--- config.mk ---
export PLATFORM = sky130hd
export DESIGN_NAME = word_cpu
export DESIGN_NICKNAME = d
export VERILOG_FILES = /design/src/rtl/word_cpu.sv
export SDC_FILE = /design/constraint.sdc
export NUM_CORES = 1
export LEC_CHECK = 0
export CAP_MARGIN = 20
export CORE_MARGIN = 5
export CORE_UTILIZATION = 43
export DETAILED_ROUTE_END_ITERATION = 8
export GPL_TIMING_DRIVEN = 1
export PLACE_DENSITY_LB_ADDON = 0.1
export SETUP_SLACK_MARGIN = 0.02
export SLEW_MARGIN = 20
export SYNTH_ARGS = -nofsm -noshare
export SYNTH_HDL_FRONTEND = slang
export SYNTH_SLANG_ARGS = --single-unit
--- constraint.sdc ---
create_clock -name clk -period 4.8 [get_ports clk]
set_input_delay 0.72 -clock clk [delete_from_list [all_inputs] [get_ports clk]]
set_output_delay 0.72 -clock clk [all_outputs]
set_load 0.005 [all_outputs]
--- src/rtl/word_cpu.sv ---
// Parametrised N-bit accumulator CPU: fetch/decode/execute FSM, internal data memory and register bank.
// Optional WORD_CPU_CARRY_EN adds a carry flag and carry-in for ADD/SUB.
module word_cpu #(
  parameter int DATA_WIDTH    = 8,
  parameter int ADDRESS_WIDTH = 8,
  parameter int DM_DEPTH      = 16,
  parameter int INT_REGS_No   = 4,
  parameter int EXT_REGS_No   = 4
) (
  input  logic                              clk,
  input  logic                              rst,
  output logic [ADDRESS_WIDTH-1:0]          pm_addr,
  input  logic [ADDRESS_WIDTH+3:0]          pm_data_in,
  input  logic [EXT_REGS_No*DATA_WIDTH-1:0] ext_registers_in,
  output logic [INT_REGS_No*DATA_WIDTH-1:0] int_registers_out,
  input  logic [DATA_WIDTH-1:0]             sem_data_in,
  input  logic                              sem_data_valid_in,
  output logic                              sem_data_read,
  output logic [DATA_WIDTH-1:0]             sem_data_out,
  output logic                              sem_data_valid_out,
  input  logic                              sem_data_full,
  output logic                              zero_flag,
  output logic                              carry_flag,
  output logic                              halted,
  output logic [3:0]                        state
);

  // state    | meaning
  // FETCH    | pm_addr carries pc, program memory read in flight
  // DECODE   | latch instruction from pm_data_in
  // EXEC     | execute, advance pc
  // WAIT_IN  | wait for inbound semaphore word
  // WAIT_OUT | wait for outbound sink to accept
  // HALT     | stopped until reset
  typedef enum logic [3:0] {
    S_FETCH    = 4'd0,
    S_DECODE   = 4'd1,
    S_EXEC     = 4'd2,
    S_WAIT_IN  = 4'd3,
    S_WAIT_OUT = 4'd4,
    S_HALT     = 4'd5
  } state_t;

  localparam logic [3:0] OP_LDI  = 4'h1, OP_LD  = 4'h2, OP_ST  = 4'h3;
  localparam logic [3:0] OP_ADD  = 4'h4, OP_SUB = 4'h5, OP_AND = 4'h6;
  localparam logic [3:0] OP_OR   = 4'h7, OP_XOR = 4'h8, OP_RDX = 4'h9;
  localparam logic [3:0] OP_WRR  = 4'hA, OP_JMP = 4'hB, OP_JZ  = 4'hC;
  localparam logic [3:0] OP_SIN  = 4'hD, OP_SOUT = 4'hE, OP_HALT = 4'hF;

  localparam int DM_AW  = (DM_DEPTH > 1) ? $clog2(DM_DEPTH) : 1;
  localparam int EXT_AW = (EXT_REGS_No > 1) ? $clog2(EXT_REGS_No) : 1;
  localparam int INT_AW = (INT_REGS_No > 1) ? $clog2(INT_REGS_No) : 1;
  localparam logic [ADDRESS_WIDTH:0] EXT_N = (ADDRESS_WIDTH+1)'(EXT_REGS_No);
  localparam logic [ADDRESS_WIDTH:0] INT_N = (ADDRESS_WIDTH+1)'(INT_REGS_No);

  state_t state_q, state_d;
  logic [ADDRESS_WIDTH-1:0] pc;
  logic [ADDRESS_WIDTH+3:0] ir;
  logic [DATA_WIDTH-1:0]    acc, acc_nxt, dm_rd, rdx_val, ldi_val, alu_add, alu_sub;
  logic                     acc_we, take_jump;
  logic [3:0]               opcode;
  logic [ADDRESS_WIDTH-1:0] operand;
  logic [DM_AW-1:0]         dm_idx;

  logic [DATA_WIDTH-1:0] dm       [DM_DEPTH];
  logic [DATA_WIDTH-1:0] ext_arr  [EXT_REGS_No];
  logic [DATA_WIDTH-1:0] int_regs [INT_REGS_No];

  for (genvar i = 0; i < EXT_REGS_No; i++) begin : g_ext
    assign ext_arr[i] = ext_registers_in[i*DATA_WIDTH +: DATA_WIDTH];
  end
  for (genvar i = 0; i < INT_REGS_No; i++) begin : g_int
    assign int_registers_out[i*DATA_WIDTH +: DATA_WIDTH] = int_regs[i];
  end

  assign opcode    = ir[ADDRESS_WIDTH+3:ADDRESS_WIDTH];
  assign operand   = ir[ADDRESS_WIDTH-1:0];
  assign dm_idx    = operand[DM_AW-1:0];
  assign dm_rd     = dm[dm_idx];
  assign ldi_val   = DATA_WIDTH'(operand);
  assign rdx_val   = ({1'b0, operand} < EXT_N) ? ext_arr[operand[EXT_AW-1:0]] : '0;
  assign take_jump = (opcode == OP_JMP) || (opcode == OP_JZ && zero_flag);
  assign pm_addr   = pc;
  assign state     = state_q;
  assign halted    = (state_q == S_HALT);

`ifdef WORD_CPU_CARRY_EN
  logic                  carry_q;
  logic [DATA_WIDTH:0]   add_full, sub_full;
  // Top bit of the widened difference is the borrow out.
  assign add_full = {1'b0, acc} + {1'b0, dm_rd} + (DATA_WIDTH+1)'(carry_q);
  assign sub_full = {1'b0, acc} - {1'b0, dm_rd} - (DATA_WIDTH+1)'(carry_q);
  assign alu_add  = add_full[DATA_WIDTH-1:0];
  assign alu_sub  = sub_full[DATA_WIDTH-1:0];
  assign carry_flag = carry_q;

  always_ff @(posedge clk or negedge rst) begin
    if (!rst) begin
      carry_q <= 1'b0;
    end else if (state_q == S_EXEC) begin
      case (opcode)
        OP_LDI:  carry_q <= 1'b0;
        OP_ADD:  carry_q <= add_full[DATA_WIDTH];
        OP_SUB:  carry_q <= sub_full[DATA_WIDTH];
        default: ;
      endcase
    end
  end
`else
  assign alu_add    = acc + dm_rd;
  assign alu_sub    = acc - dm_rd;
  assign carry_flag = 1'b0;
`endif

  always_ff @(posedge clk or negedge rst) begin
    if (!rst) state_q <= S_FETCH;
    else      state_q <= state_d;
  end

  always_comb begin
    state_d = state_q;
    case (state_q)
      S_FETCH:  state_d = S_DECODE;
      S_DECODE: state_d = S_EXEC;
      S_EXEC: begin
        case (opcode)
          OP_SIN:  state_d = S_WAIT_IN;
          OP_SOUT: state_d = S_WAIT_OUT;
          OP_HALT: state_d = S_HALT;
          default: state_d = S_FETCH;
        endcase
      end
      S_WAIT_IN:  if (sem_data_valid_in) state_d = S_FETCH;
      S_WAIT_OUT: if (!sem_data_full) state_d = S_FETCH;
      S_HALT:     state_d = S_HALT;
      default:    state_d = S_FETCH;
    endcase
  end

  // Every accumulator write funnels through here so the zero flag tracks it.
  always_comb begin
    acc_we  = 1'b0;
    acc_nxt = acc;
    if (state_q == S_EXEC) begin
      acc_we = 1'b1;
      case (opcode)
        OP_LDI:  acc_nxt = ldi_val;
        OP_LD:   acc_nxt = dm_rd;
        OP_ADD:  acc_nxt = alu_add;
        OP_SUB:  acc_nxt = alu_sub;
        OP_AND:  acc_nxt = acc & dm_rd;
        OP_OR:   acc_nxt = acc | dm_rd;
        OP_XOR:  acc_nxt = acc ^ dm_rd;
        OP_RDX:  acc_nxt = rdx_val;
        default: acc_we  = 1'b0;
      endcase
    end else if (state_q == S_WAIT_IN && sem_data_valid_in) begin
      acc_we  = 1'b1;
      acc_nxt = sem_data_in;
    end
  end

  always_ff @(posedge clk or negedge rst) begin
    if (!rst) begin
      pc                 <= '0;
      ir                 <= '0;
      acc                <= '0;
      zero_flag          <= 1'b0;
      sem_data_out       <= '0;
      sem_data_read      <= 1'b0;
      sem_data_valid_out <= 1'b0;
      for (int i = 0; i < INT_REGS_No; i++) int_regs[i] <= '0;
    end else begin
      sem_data_read      <= 1'b0;
      sem_data_valid_out <= 1'b0;
      if (acc_we) begin
        acc       <= acc_nxt;
        zero_flag <= (acc_nxt == '0);
      end
      case (state_q)
        S_DECODE: ir <= pm_data_in;
        S_EXEC: begin
          if (take_jump) pc <= operand;
          else           pc <= pc + ADDRESS_WIDTH'(1);
          if (opcode == OP_WRR && {1'b0, operand} < INT_N)
            int_regs[operand[INT_AW-1:0]] <= acc;
        end
        S_WAIT_IN: if (sem_data_valid_in) sem_data_read <= 1'b1;
        S_WAIT_OUT: begin
          if (!sem_data_full) begin
            sem_data_out       <= acc;
            sem_data_valid_out <= 1'b1;
          end
        end
        default: ;
      endcase
    end
  end

  // Data memory is deliberately left out of reset.
  always_ff @(posedge clk) begin
    if (state_q == S_EXEC && opcode == OP_ST) dm[dm_idx] <= acc;
  end

endmodule
==> out/metrics.cfg <==
[place]
place_area_sq_mm = 0.0109
post-dp-hpwl_um = 18400
portBuffers = 110
gp_congestion = 0.919

[global_route]
grt_usage_pct = 20.6
antenna_found_initial = 4
grt_pass1_wl_um = 38700
grt_max_degree = 46
overflow = 0
grt_pass1_vias = 6414

[final_layout]
syn2layout_area_growth_pct = 23.7
final_cell_mix = 128 x edfxtp_1, 109 x clkdlybuf4s50_1, 82 x nand2_1
final_cell_area_sq_mm = 0.0116
antenna_cells = 0
final_common_cell = edfxtp_1
drive_gt1_share_pct = 15.7
fin_nets = 903

[drt]
first_pass_iters = 6
vias_per_cell = 5.70
wl_per_cell_um = 23.0
vias = 6364
drc_errors = 0
antenna_left = 0
drtIter0Drc = 454
wl_um = 25700

[clock_tree]
cts_root_buffer = clkbuf_16
cts_buffer_depth = 3
cts.reportedPaths.clkPinSlew_ps = 60
cts_tree = yes
clock_latency_ps = 510
hold_buffers = 0
cts_buffers = 22
htree_levels = 1
cts_sinks = 202

[critical_path]
r2r_setup_slack_ps = 330
worstSetupEndpointType = register
cp_common_cell = a21oi_1
r2r-end = zero_flag
r2r-start = ir[0]
slowest_stage = dfrtp_4
worstPathArrival_ps = 4880
crit_type = register to register
critPathMaxStageDelay_ps = 590
critPathLaunchType = register
path_max_fanout = 15
rr_worst_depth = 16
worstPathCellList = buf_4, mux4_2, a22oi_1, nand2_1, nor2_1, a21oi_1, xnor2_1, ha_1, o21ai_0, a21oi_1, or4b_2, a31oi_1, o21a_1, o21bai_1, or4b_1, o31ai_2
cp_data_required_time_ps = 5210

[timing]
period_needed_ps = 4470
finalSetupTns_ps = 0
hold_viol_final = 0
setup_viol_count_final = 0
slew_headroom_pct = 32.4
rsz0062_at_grt = false
slew_violations = 0
finalClockSkew_ps = 21.4
worstMarginPinSlew_ps = 1010
period_share_pct = 93.2
max_freq_ghz = 0.224

[power_and_ir_drop]
seq_power_share_pct = 33.2
power_switching_uw = 3170
switching_share_pct = 39.6
intPower_uw = 4830
p_leak_uw = 0.00429
irDropWorstVdd_uv = 395
comb_power_share_pct = 45.8
p_per_area_mw_per_mm2 = 689
power.share.clock_pct = 21.0

[synth]
yosysSeqAreaShare_pct = 60.7
netlist.area_leader.share_pct = 40.9
syn_area_per_cell_sq_um = 13.5
yosys_warnings = 0
synth_edf_count = 128
yosys.area.top_type = edfxtp_1
synthesis.area_sq_mm = 0.00939
ys_top_cells_by_area = edfxtp_1 41%, dfrtp_1 20%, mux4_2 7.9%
synth_cells = 697
synth-seq-cells = 202
synthArstFlopShare_pct = 36.6
synth_cell_types = 66
synthFlopType = edfxtp_1

[floorplan]
core_area_sq_mm = 0.0217
fp.dieW_um = 158
rows = 54
ioPinCount = 113
die_h_um = 158
dieArea_sq_mm = 0.0249
initial_utilization_pct = 43.3

[min_path]
min_path_type = primary input to asynchronous set/reset pin

[run]
max-cap-violations = 0

[outcome]
status = finished, final reports clean

power groups by stage:
stage                     logic (uW)  clock network, uW  registers (uW)
final                           3660               1680            2650
after CTS                       3640               1720            2650
after floorplan                 2520                  0            2450
after global placement          3610                  0            2660
after global routing            4000               1790            2690
after detailed placement        3620                  0            2690
layout make-up:
| class | instances | area (sq um) |
|---|---|---|
| multi-input combinational | 433 | 3440 |
| clock inverter | 11 | 124 |
| inverter | 25 | 93.8 |
| clock buffer | 29 | 607 |
| tap | 280 | 350 |
| fill | 1811 | 10100 |
| sequential | 202 | 5700 |
| timing repair buffer | 136 | 1290 |
timing repair:
action	in CTS	in global routing
resized for setup	0	4
setup buffers	0	0
endpoints found under the setup margin	0	1
worst max-delay path: cells and delay by family (launching register included):
family,cells,cell delay [ps]
AO/OA/AOI/OAI,8,1330
XOR/XNOR,1,140
adder cells (fa/ha/maj),1,310
buffers and inverters,1,310
flip-flops,1,590
multiplexers,1,540
AND/OR/NAND/NOR,4,1140
cell usage after synthesis (all sizes together) (3+ instances only):
library cell / count
nor4: 4
nand3: 10
ha: 26
a21oi: 24
clkbuf: 25
nor3: 9
nor2: 44
nor2b: 11
and2: 4
a22o: 6
nand2: 82
a221oi: 3
inv: 25
xnor2: 8
a22oi: 14
o21ai: 49
dfrtp: 74
mux4: 40
edfxtp: 128
a31oi: 8
a311oi: 4
mux2: 21
o31ai: 3
buf: 13
mux2i: 4
a211oi: 3
o22ai: 6
nand2b: 11
worst max-delay path by stage:
| stage | from | endpoint | slack, ps | cells after the start |
|---|---|---|---|---|
| floorplan | ir[0] | zero_flag | 640 | 16 |
| global placement | ir[0] | zero_flag | 340 | 16 |
| detailed placement | ir[0] | zero_flag | 280 | 16 |
| CTS | ir[0] | zero_flag | 270 | 16 |
| global route | ir[0] | zero_flag | 20 | 16 |
| finish | ir[0] | zero_flag | 330 | 16 |
state kept, by name, summed over array words and instances, names as in the netlist:
name / count
pm_addr: 8
ir: 12
sem_data_read: 1
int_registers_out: 32
sem_data_out: 8
zero_flag: 1
state: 3
acc: 8
sem_data_valid_out: 1
dm: 128
logic make-up after synthesis:
| family | Yosys count | synth area share, % |
|---|---|---|
| xor gates and xnor gates | 9 | 0.840 |
| AOI/OAI and AO/OA | 142 | 9.80 |
| other | 1 | 0.0400 |
| DFF | 202 | 60.7 |
| muxes | 65 | 12.8 |
| and+or+nand+nor | 188 | 9.24 |
| buffers and inverters | 63 | 2.91 |
| adders and majority gates | 27 | 3.68 |
per-layer routing:
metal | vias to the layer above | GRT usage [%] | share of wire, %
met4 | 6 | 4.10 | 1.6
met1 | 3228 | 29.8 | 44
li1 | 2872 | - | -
met5 | - | 0 | 0.15
met3 | 39 | 4.54 | 7.2
met2 | 219 | 32.6 | 47
stage by stage:
step | util, % | total power, uW | std cells | hold slack (ps) | setup WS (ps)
6_report | 53.5 | 8000 | 1116 | 209 | 326
3_3_place_gp | 50.1 | 6280 | 1076 | 463 | 342
3_5_place_dp | 50.1 | 6310 | 1076 | 471 | 285
4_1_cts | 53.5 | 8010 | 1116 | 213 | 274
5_1_grt | 53.5 | 8480 | 1116 | 256 | 22.4
2_1_floorplan | - | 4970 | 698 | 424 | 637
No activity file was read; power rests on OpenSTA's default activity.
==> RTL edit, RTL diff (config.mk and constraints unchanged) <==
Build with the macro `WORD_CPU_CARRY_EN` defined.
--- a/src/rtl/word_cpu.sv
+++ b/src/rtl/word_cpu.sv
@@ -1,5 +1,7 @@
 // Parametrised N-bit accumulator CPU: fetch/decode/execute FSM, internal data memory and register bank.
 // Optional WORD_CPU_CARRY_EN adds a carry flag and carry-in for ADD/SUB.
+`define WORD_CPU_CARRY_EN
+
 module word_cpu #(
   parameter int DATA_WIDTH    = 8,
   parameter int ADDRESS_WIDTH = 8,
Function: changed (Yosys sat finds a counterexample within 10 cycles, from zero or initial values and one cycle with rst low).
==> RTL edit against the original RTL <==
- setup slack improved by 0.18 ns
- total power is 7.6% higher
- sequential share of layout area fell by 2.4 points
- global-route usage increased by 0.28 points
- via count up 4.7%
- count of clock-buffer cells in the layout down 3
- synthesized area increased by 5.5%
- core utilization increased by 0.54 points
- design area increased by 5.4%
- sequential cell count increased by 1
- wire length increased by 6.5%
- highest routed layer is now met4
==> RTL edit: results (changes against the original RTL) <==
* Yosys cell types at 68 (was 66)
* Final hold slack at 0.212 ns (was 0.209 ns)
* PnR worst setup slack at 0.504 ns (was 0.326 ns)
* Crit Reg-Reg Startpoint: ir[1] (was ir[0])
* I/O Buffers at 111 (was 110)
* Post-Place Cell Area at 0.0114 mm² (was 0.0109 mm²)
* Peak supply drop at 0.000384 V (was 0.000395 V)
* CP max-delay cell: dfrtp_2 (was dfrtp_4)
* Pre-Repair DR Iteration Count at 5 (was 6)
* Synth Area in Compound Gates at 9.65% (was 9.80%)
* # fillers at 1909 (was 1811)
* Lkg Pwr at 4.62 nW (was 4.29 nW)
* Avg Inst Size Synth at 13.5 µm² (about the same)
* Routed wire length at 27400 µm (was 25700 µm)
* Gp weighted congestion at 0.961 (was 0.919)
* Mux contribution to synthesized area at 14.9% (was 12.8%)
* Switching power at 3.43 mW (was 3.17 mW)
* Share of layout cells above drive strength 1 at 18.9% (was 15.7%)
* Reg power frac at 31.4% (was 33.2%)
* Post-synth top cells: edfxtp_1, dfrtp_1, nor2_1, mux2_2, nand2_1 (was edfxtp_1, nand2_1, dfrtp_1, o21ai_0, nor2_1)
* P_comb at 4.02 mW (was 3.66 mW)
* TritonCTS Buffers at 23 (was 22)
* Non-Filler Instances at 1157 (was 1116)
* Resize count post-CTS at 0 (unchanged)
* XOR/XNOR Fraction of Synth Area at 0.619% (was 0.840%)
* First-pass GRT wire length at 42200 µm (was 38700 µm)
* Ys async rst share at 36.9% (was 36.6%)
* Vias in the first global route at 7017 (was 6414)
* Sequential area share after synthesis at 57.7% (was 60.7%)
* Status: finished clean (unchanged)
* Post-place setup slack at 0.341 ns (was 0.285 ns)
* Worst reg-to-reg path cell count at 14 (was 16)
* Initial drt markers at 483 (was 454)
* Crit path max fanout at 34 (was 15)
* Crit-path max cell delay at 0.88 ns (was 0.59 ns)
* Via density at 5.76 (was 5.70)
* Post-synth EDFFs at 128 (unchanged)
* WP data arrival at 4.71 ns (was 4.88 ns)
* FF+latch area at 0.00573 mm² (was 0.00570 mm²)
* Final Skew at 0.0208 ns (was 0.0214 ns)
* Initial antenna violation count at 0 (was 4)
* Top post-synthesis cells by area: edfxtp_1, dfrtp_1, mux4_2 (unchanged)
* Clock Power Share at 21.9% (was 21.0%)
* Largest net degree at the start of global routing at 76 (was 46)
* Post-Synth Adder-Cell Area at 4.72% (was 3.68%)
* Placed cells at 1116 (was 1076)
* Syn_nets at 823
* Fin nets at 947 (was 903)
* Overall global routing resource usage at 20.9% (was 20.6%)
* Slew HR at 33.2% (was 32.4%)
* DP HPWL at 19700 µm (was 18400 µm)
[RTL edit: cell count changes after synthesis, sizes merged, moves of 5 or more]
cell   change
nand2     -40
mux2      +22
nand3     +14
o21ai     -14
inv       +13
a22oi      -6
nand4      +6
xnor2      -6
a21o       +5
ha         +5
mux2i      +5
nor2       +5
[RTL edit: layer usage]
metal  up-vias  routed length, µm  share of wire [%]  global-route usage [%]
li1       3023                  -                  -                       -
met1      3342              11200                 41                    27.9
met2       246              13700                 50                    35.8
met3        50               1760                6.4                    3.17
met4         0                702                2.6                    5.96
met5         -                  0                  0                       0
[RTL edit: cells by family after synthesis]
family | Yosys count
buf+inv | 76
simple gates | 183
flops | 203
fa+ha+maj | 35
xor+xnor | 7
other cells | 1
mux | 92
compound gates | 135
[RTL edit: cell type report]
cell class	count	share of cell area (%)
clock inverters	15	1.75
repair buffers	137	10.8
clock buffers	26	4.87
well taps	285	2.91
inverters	38	1.17
multi-input cells	453	31.8
flip-flops and latches	203	46.8
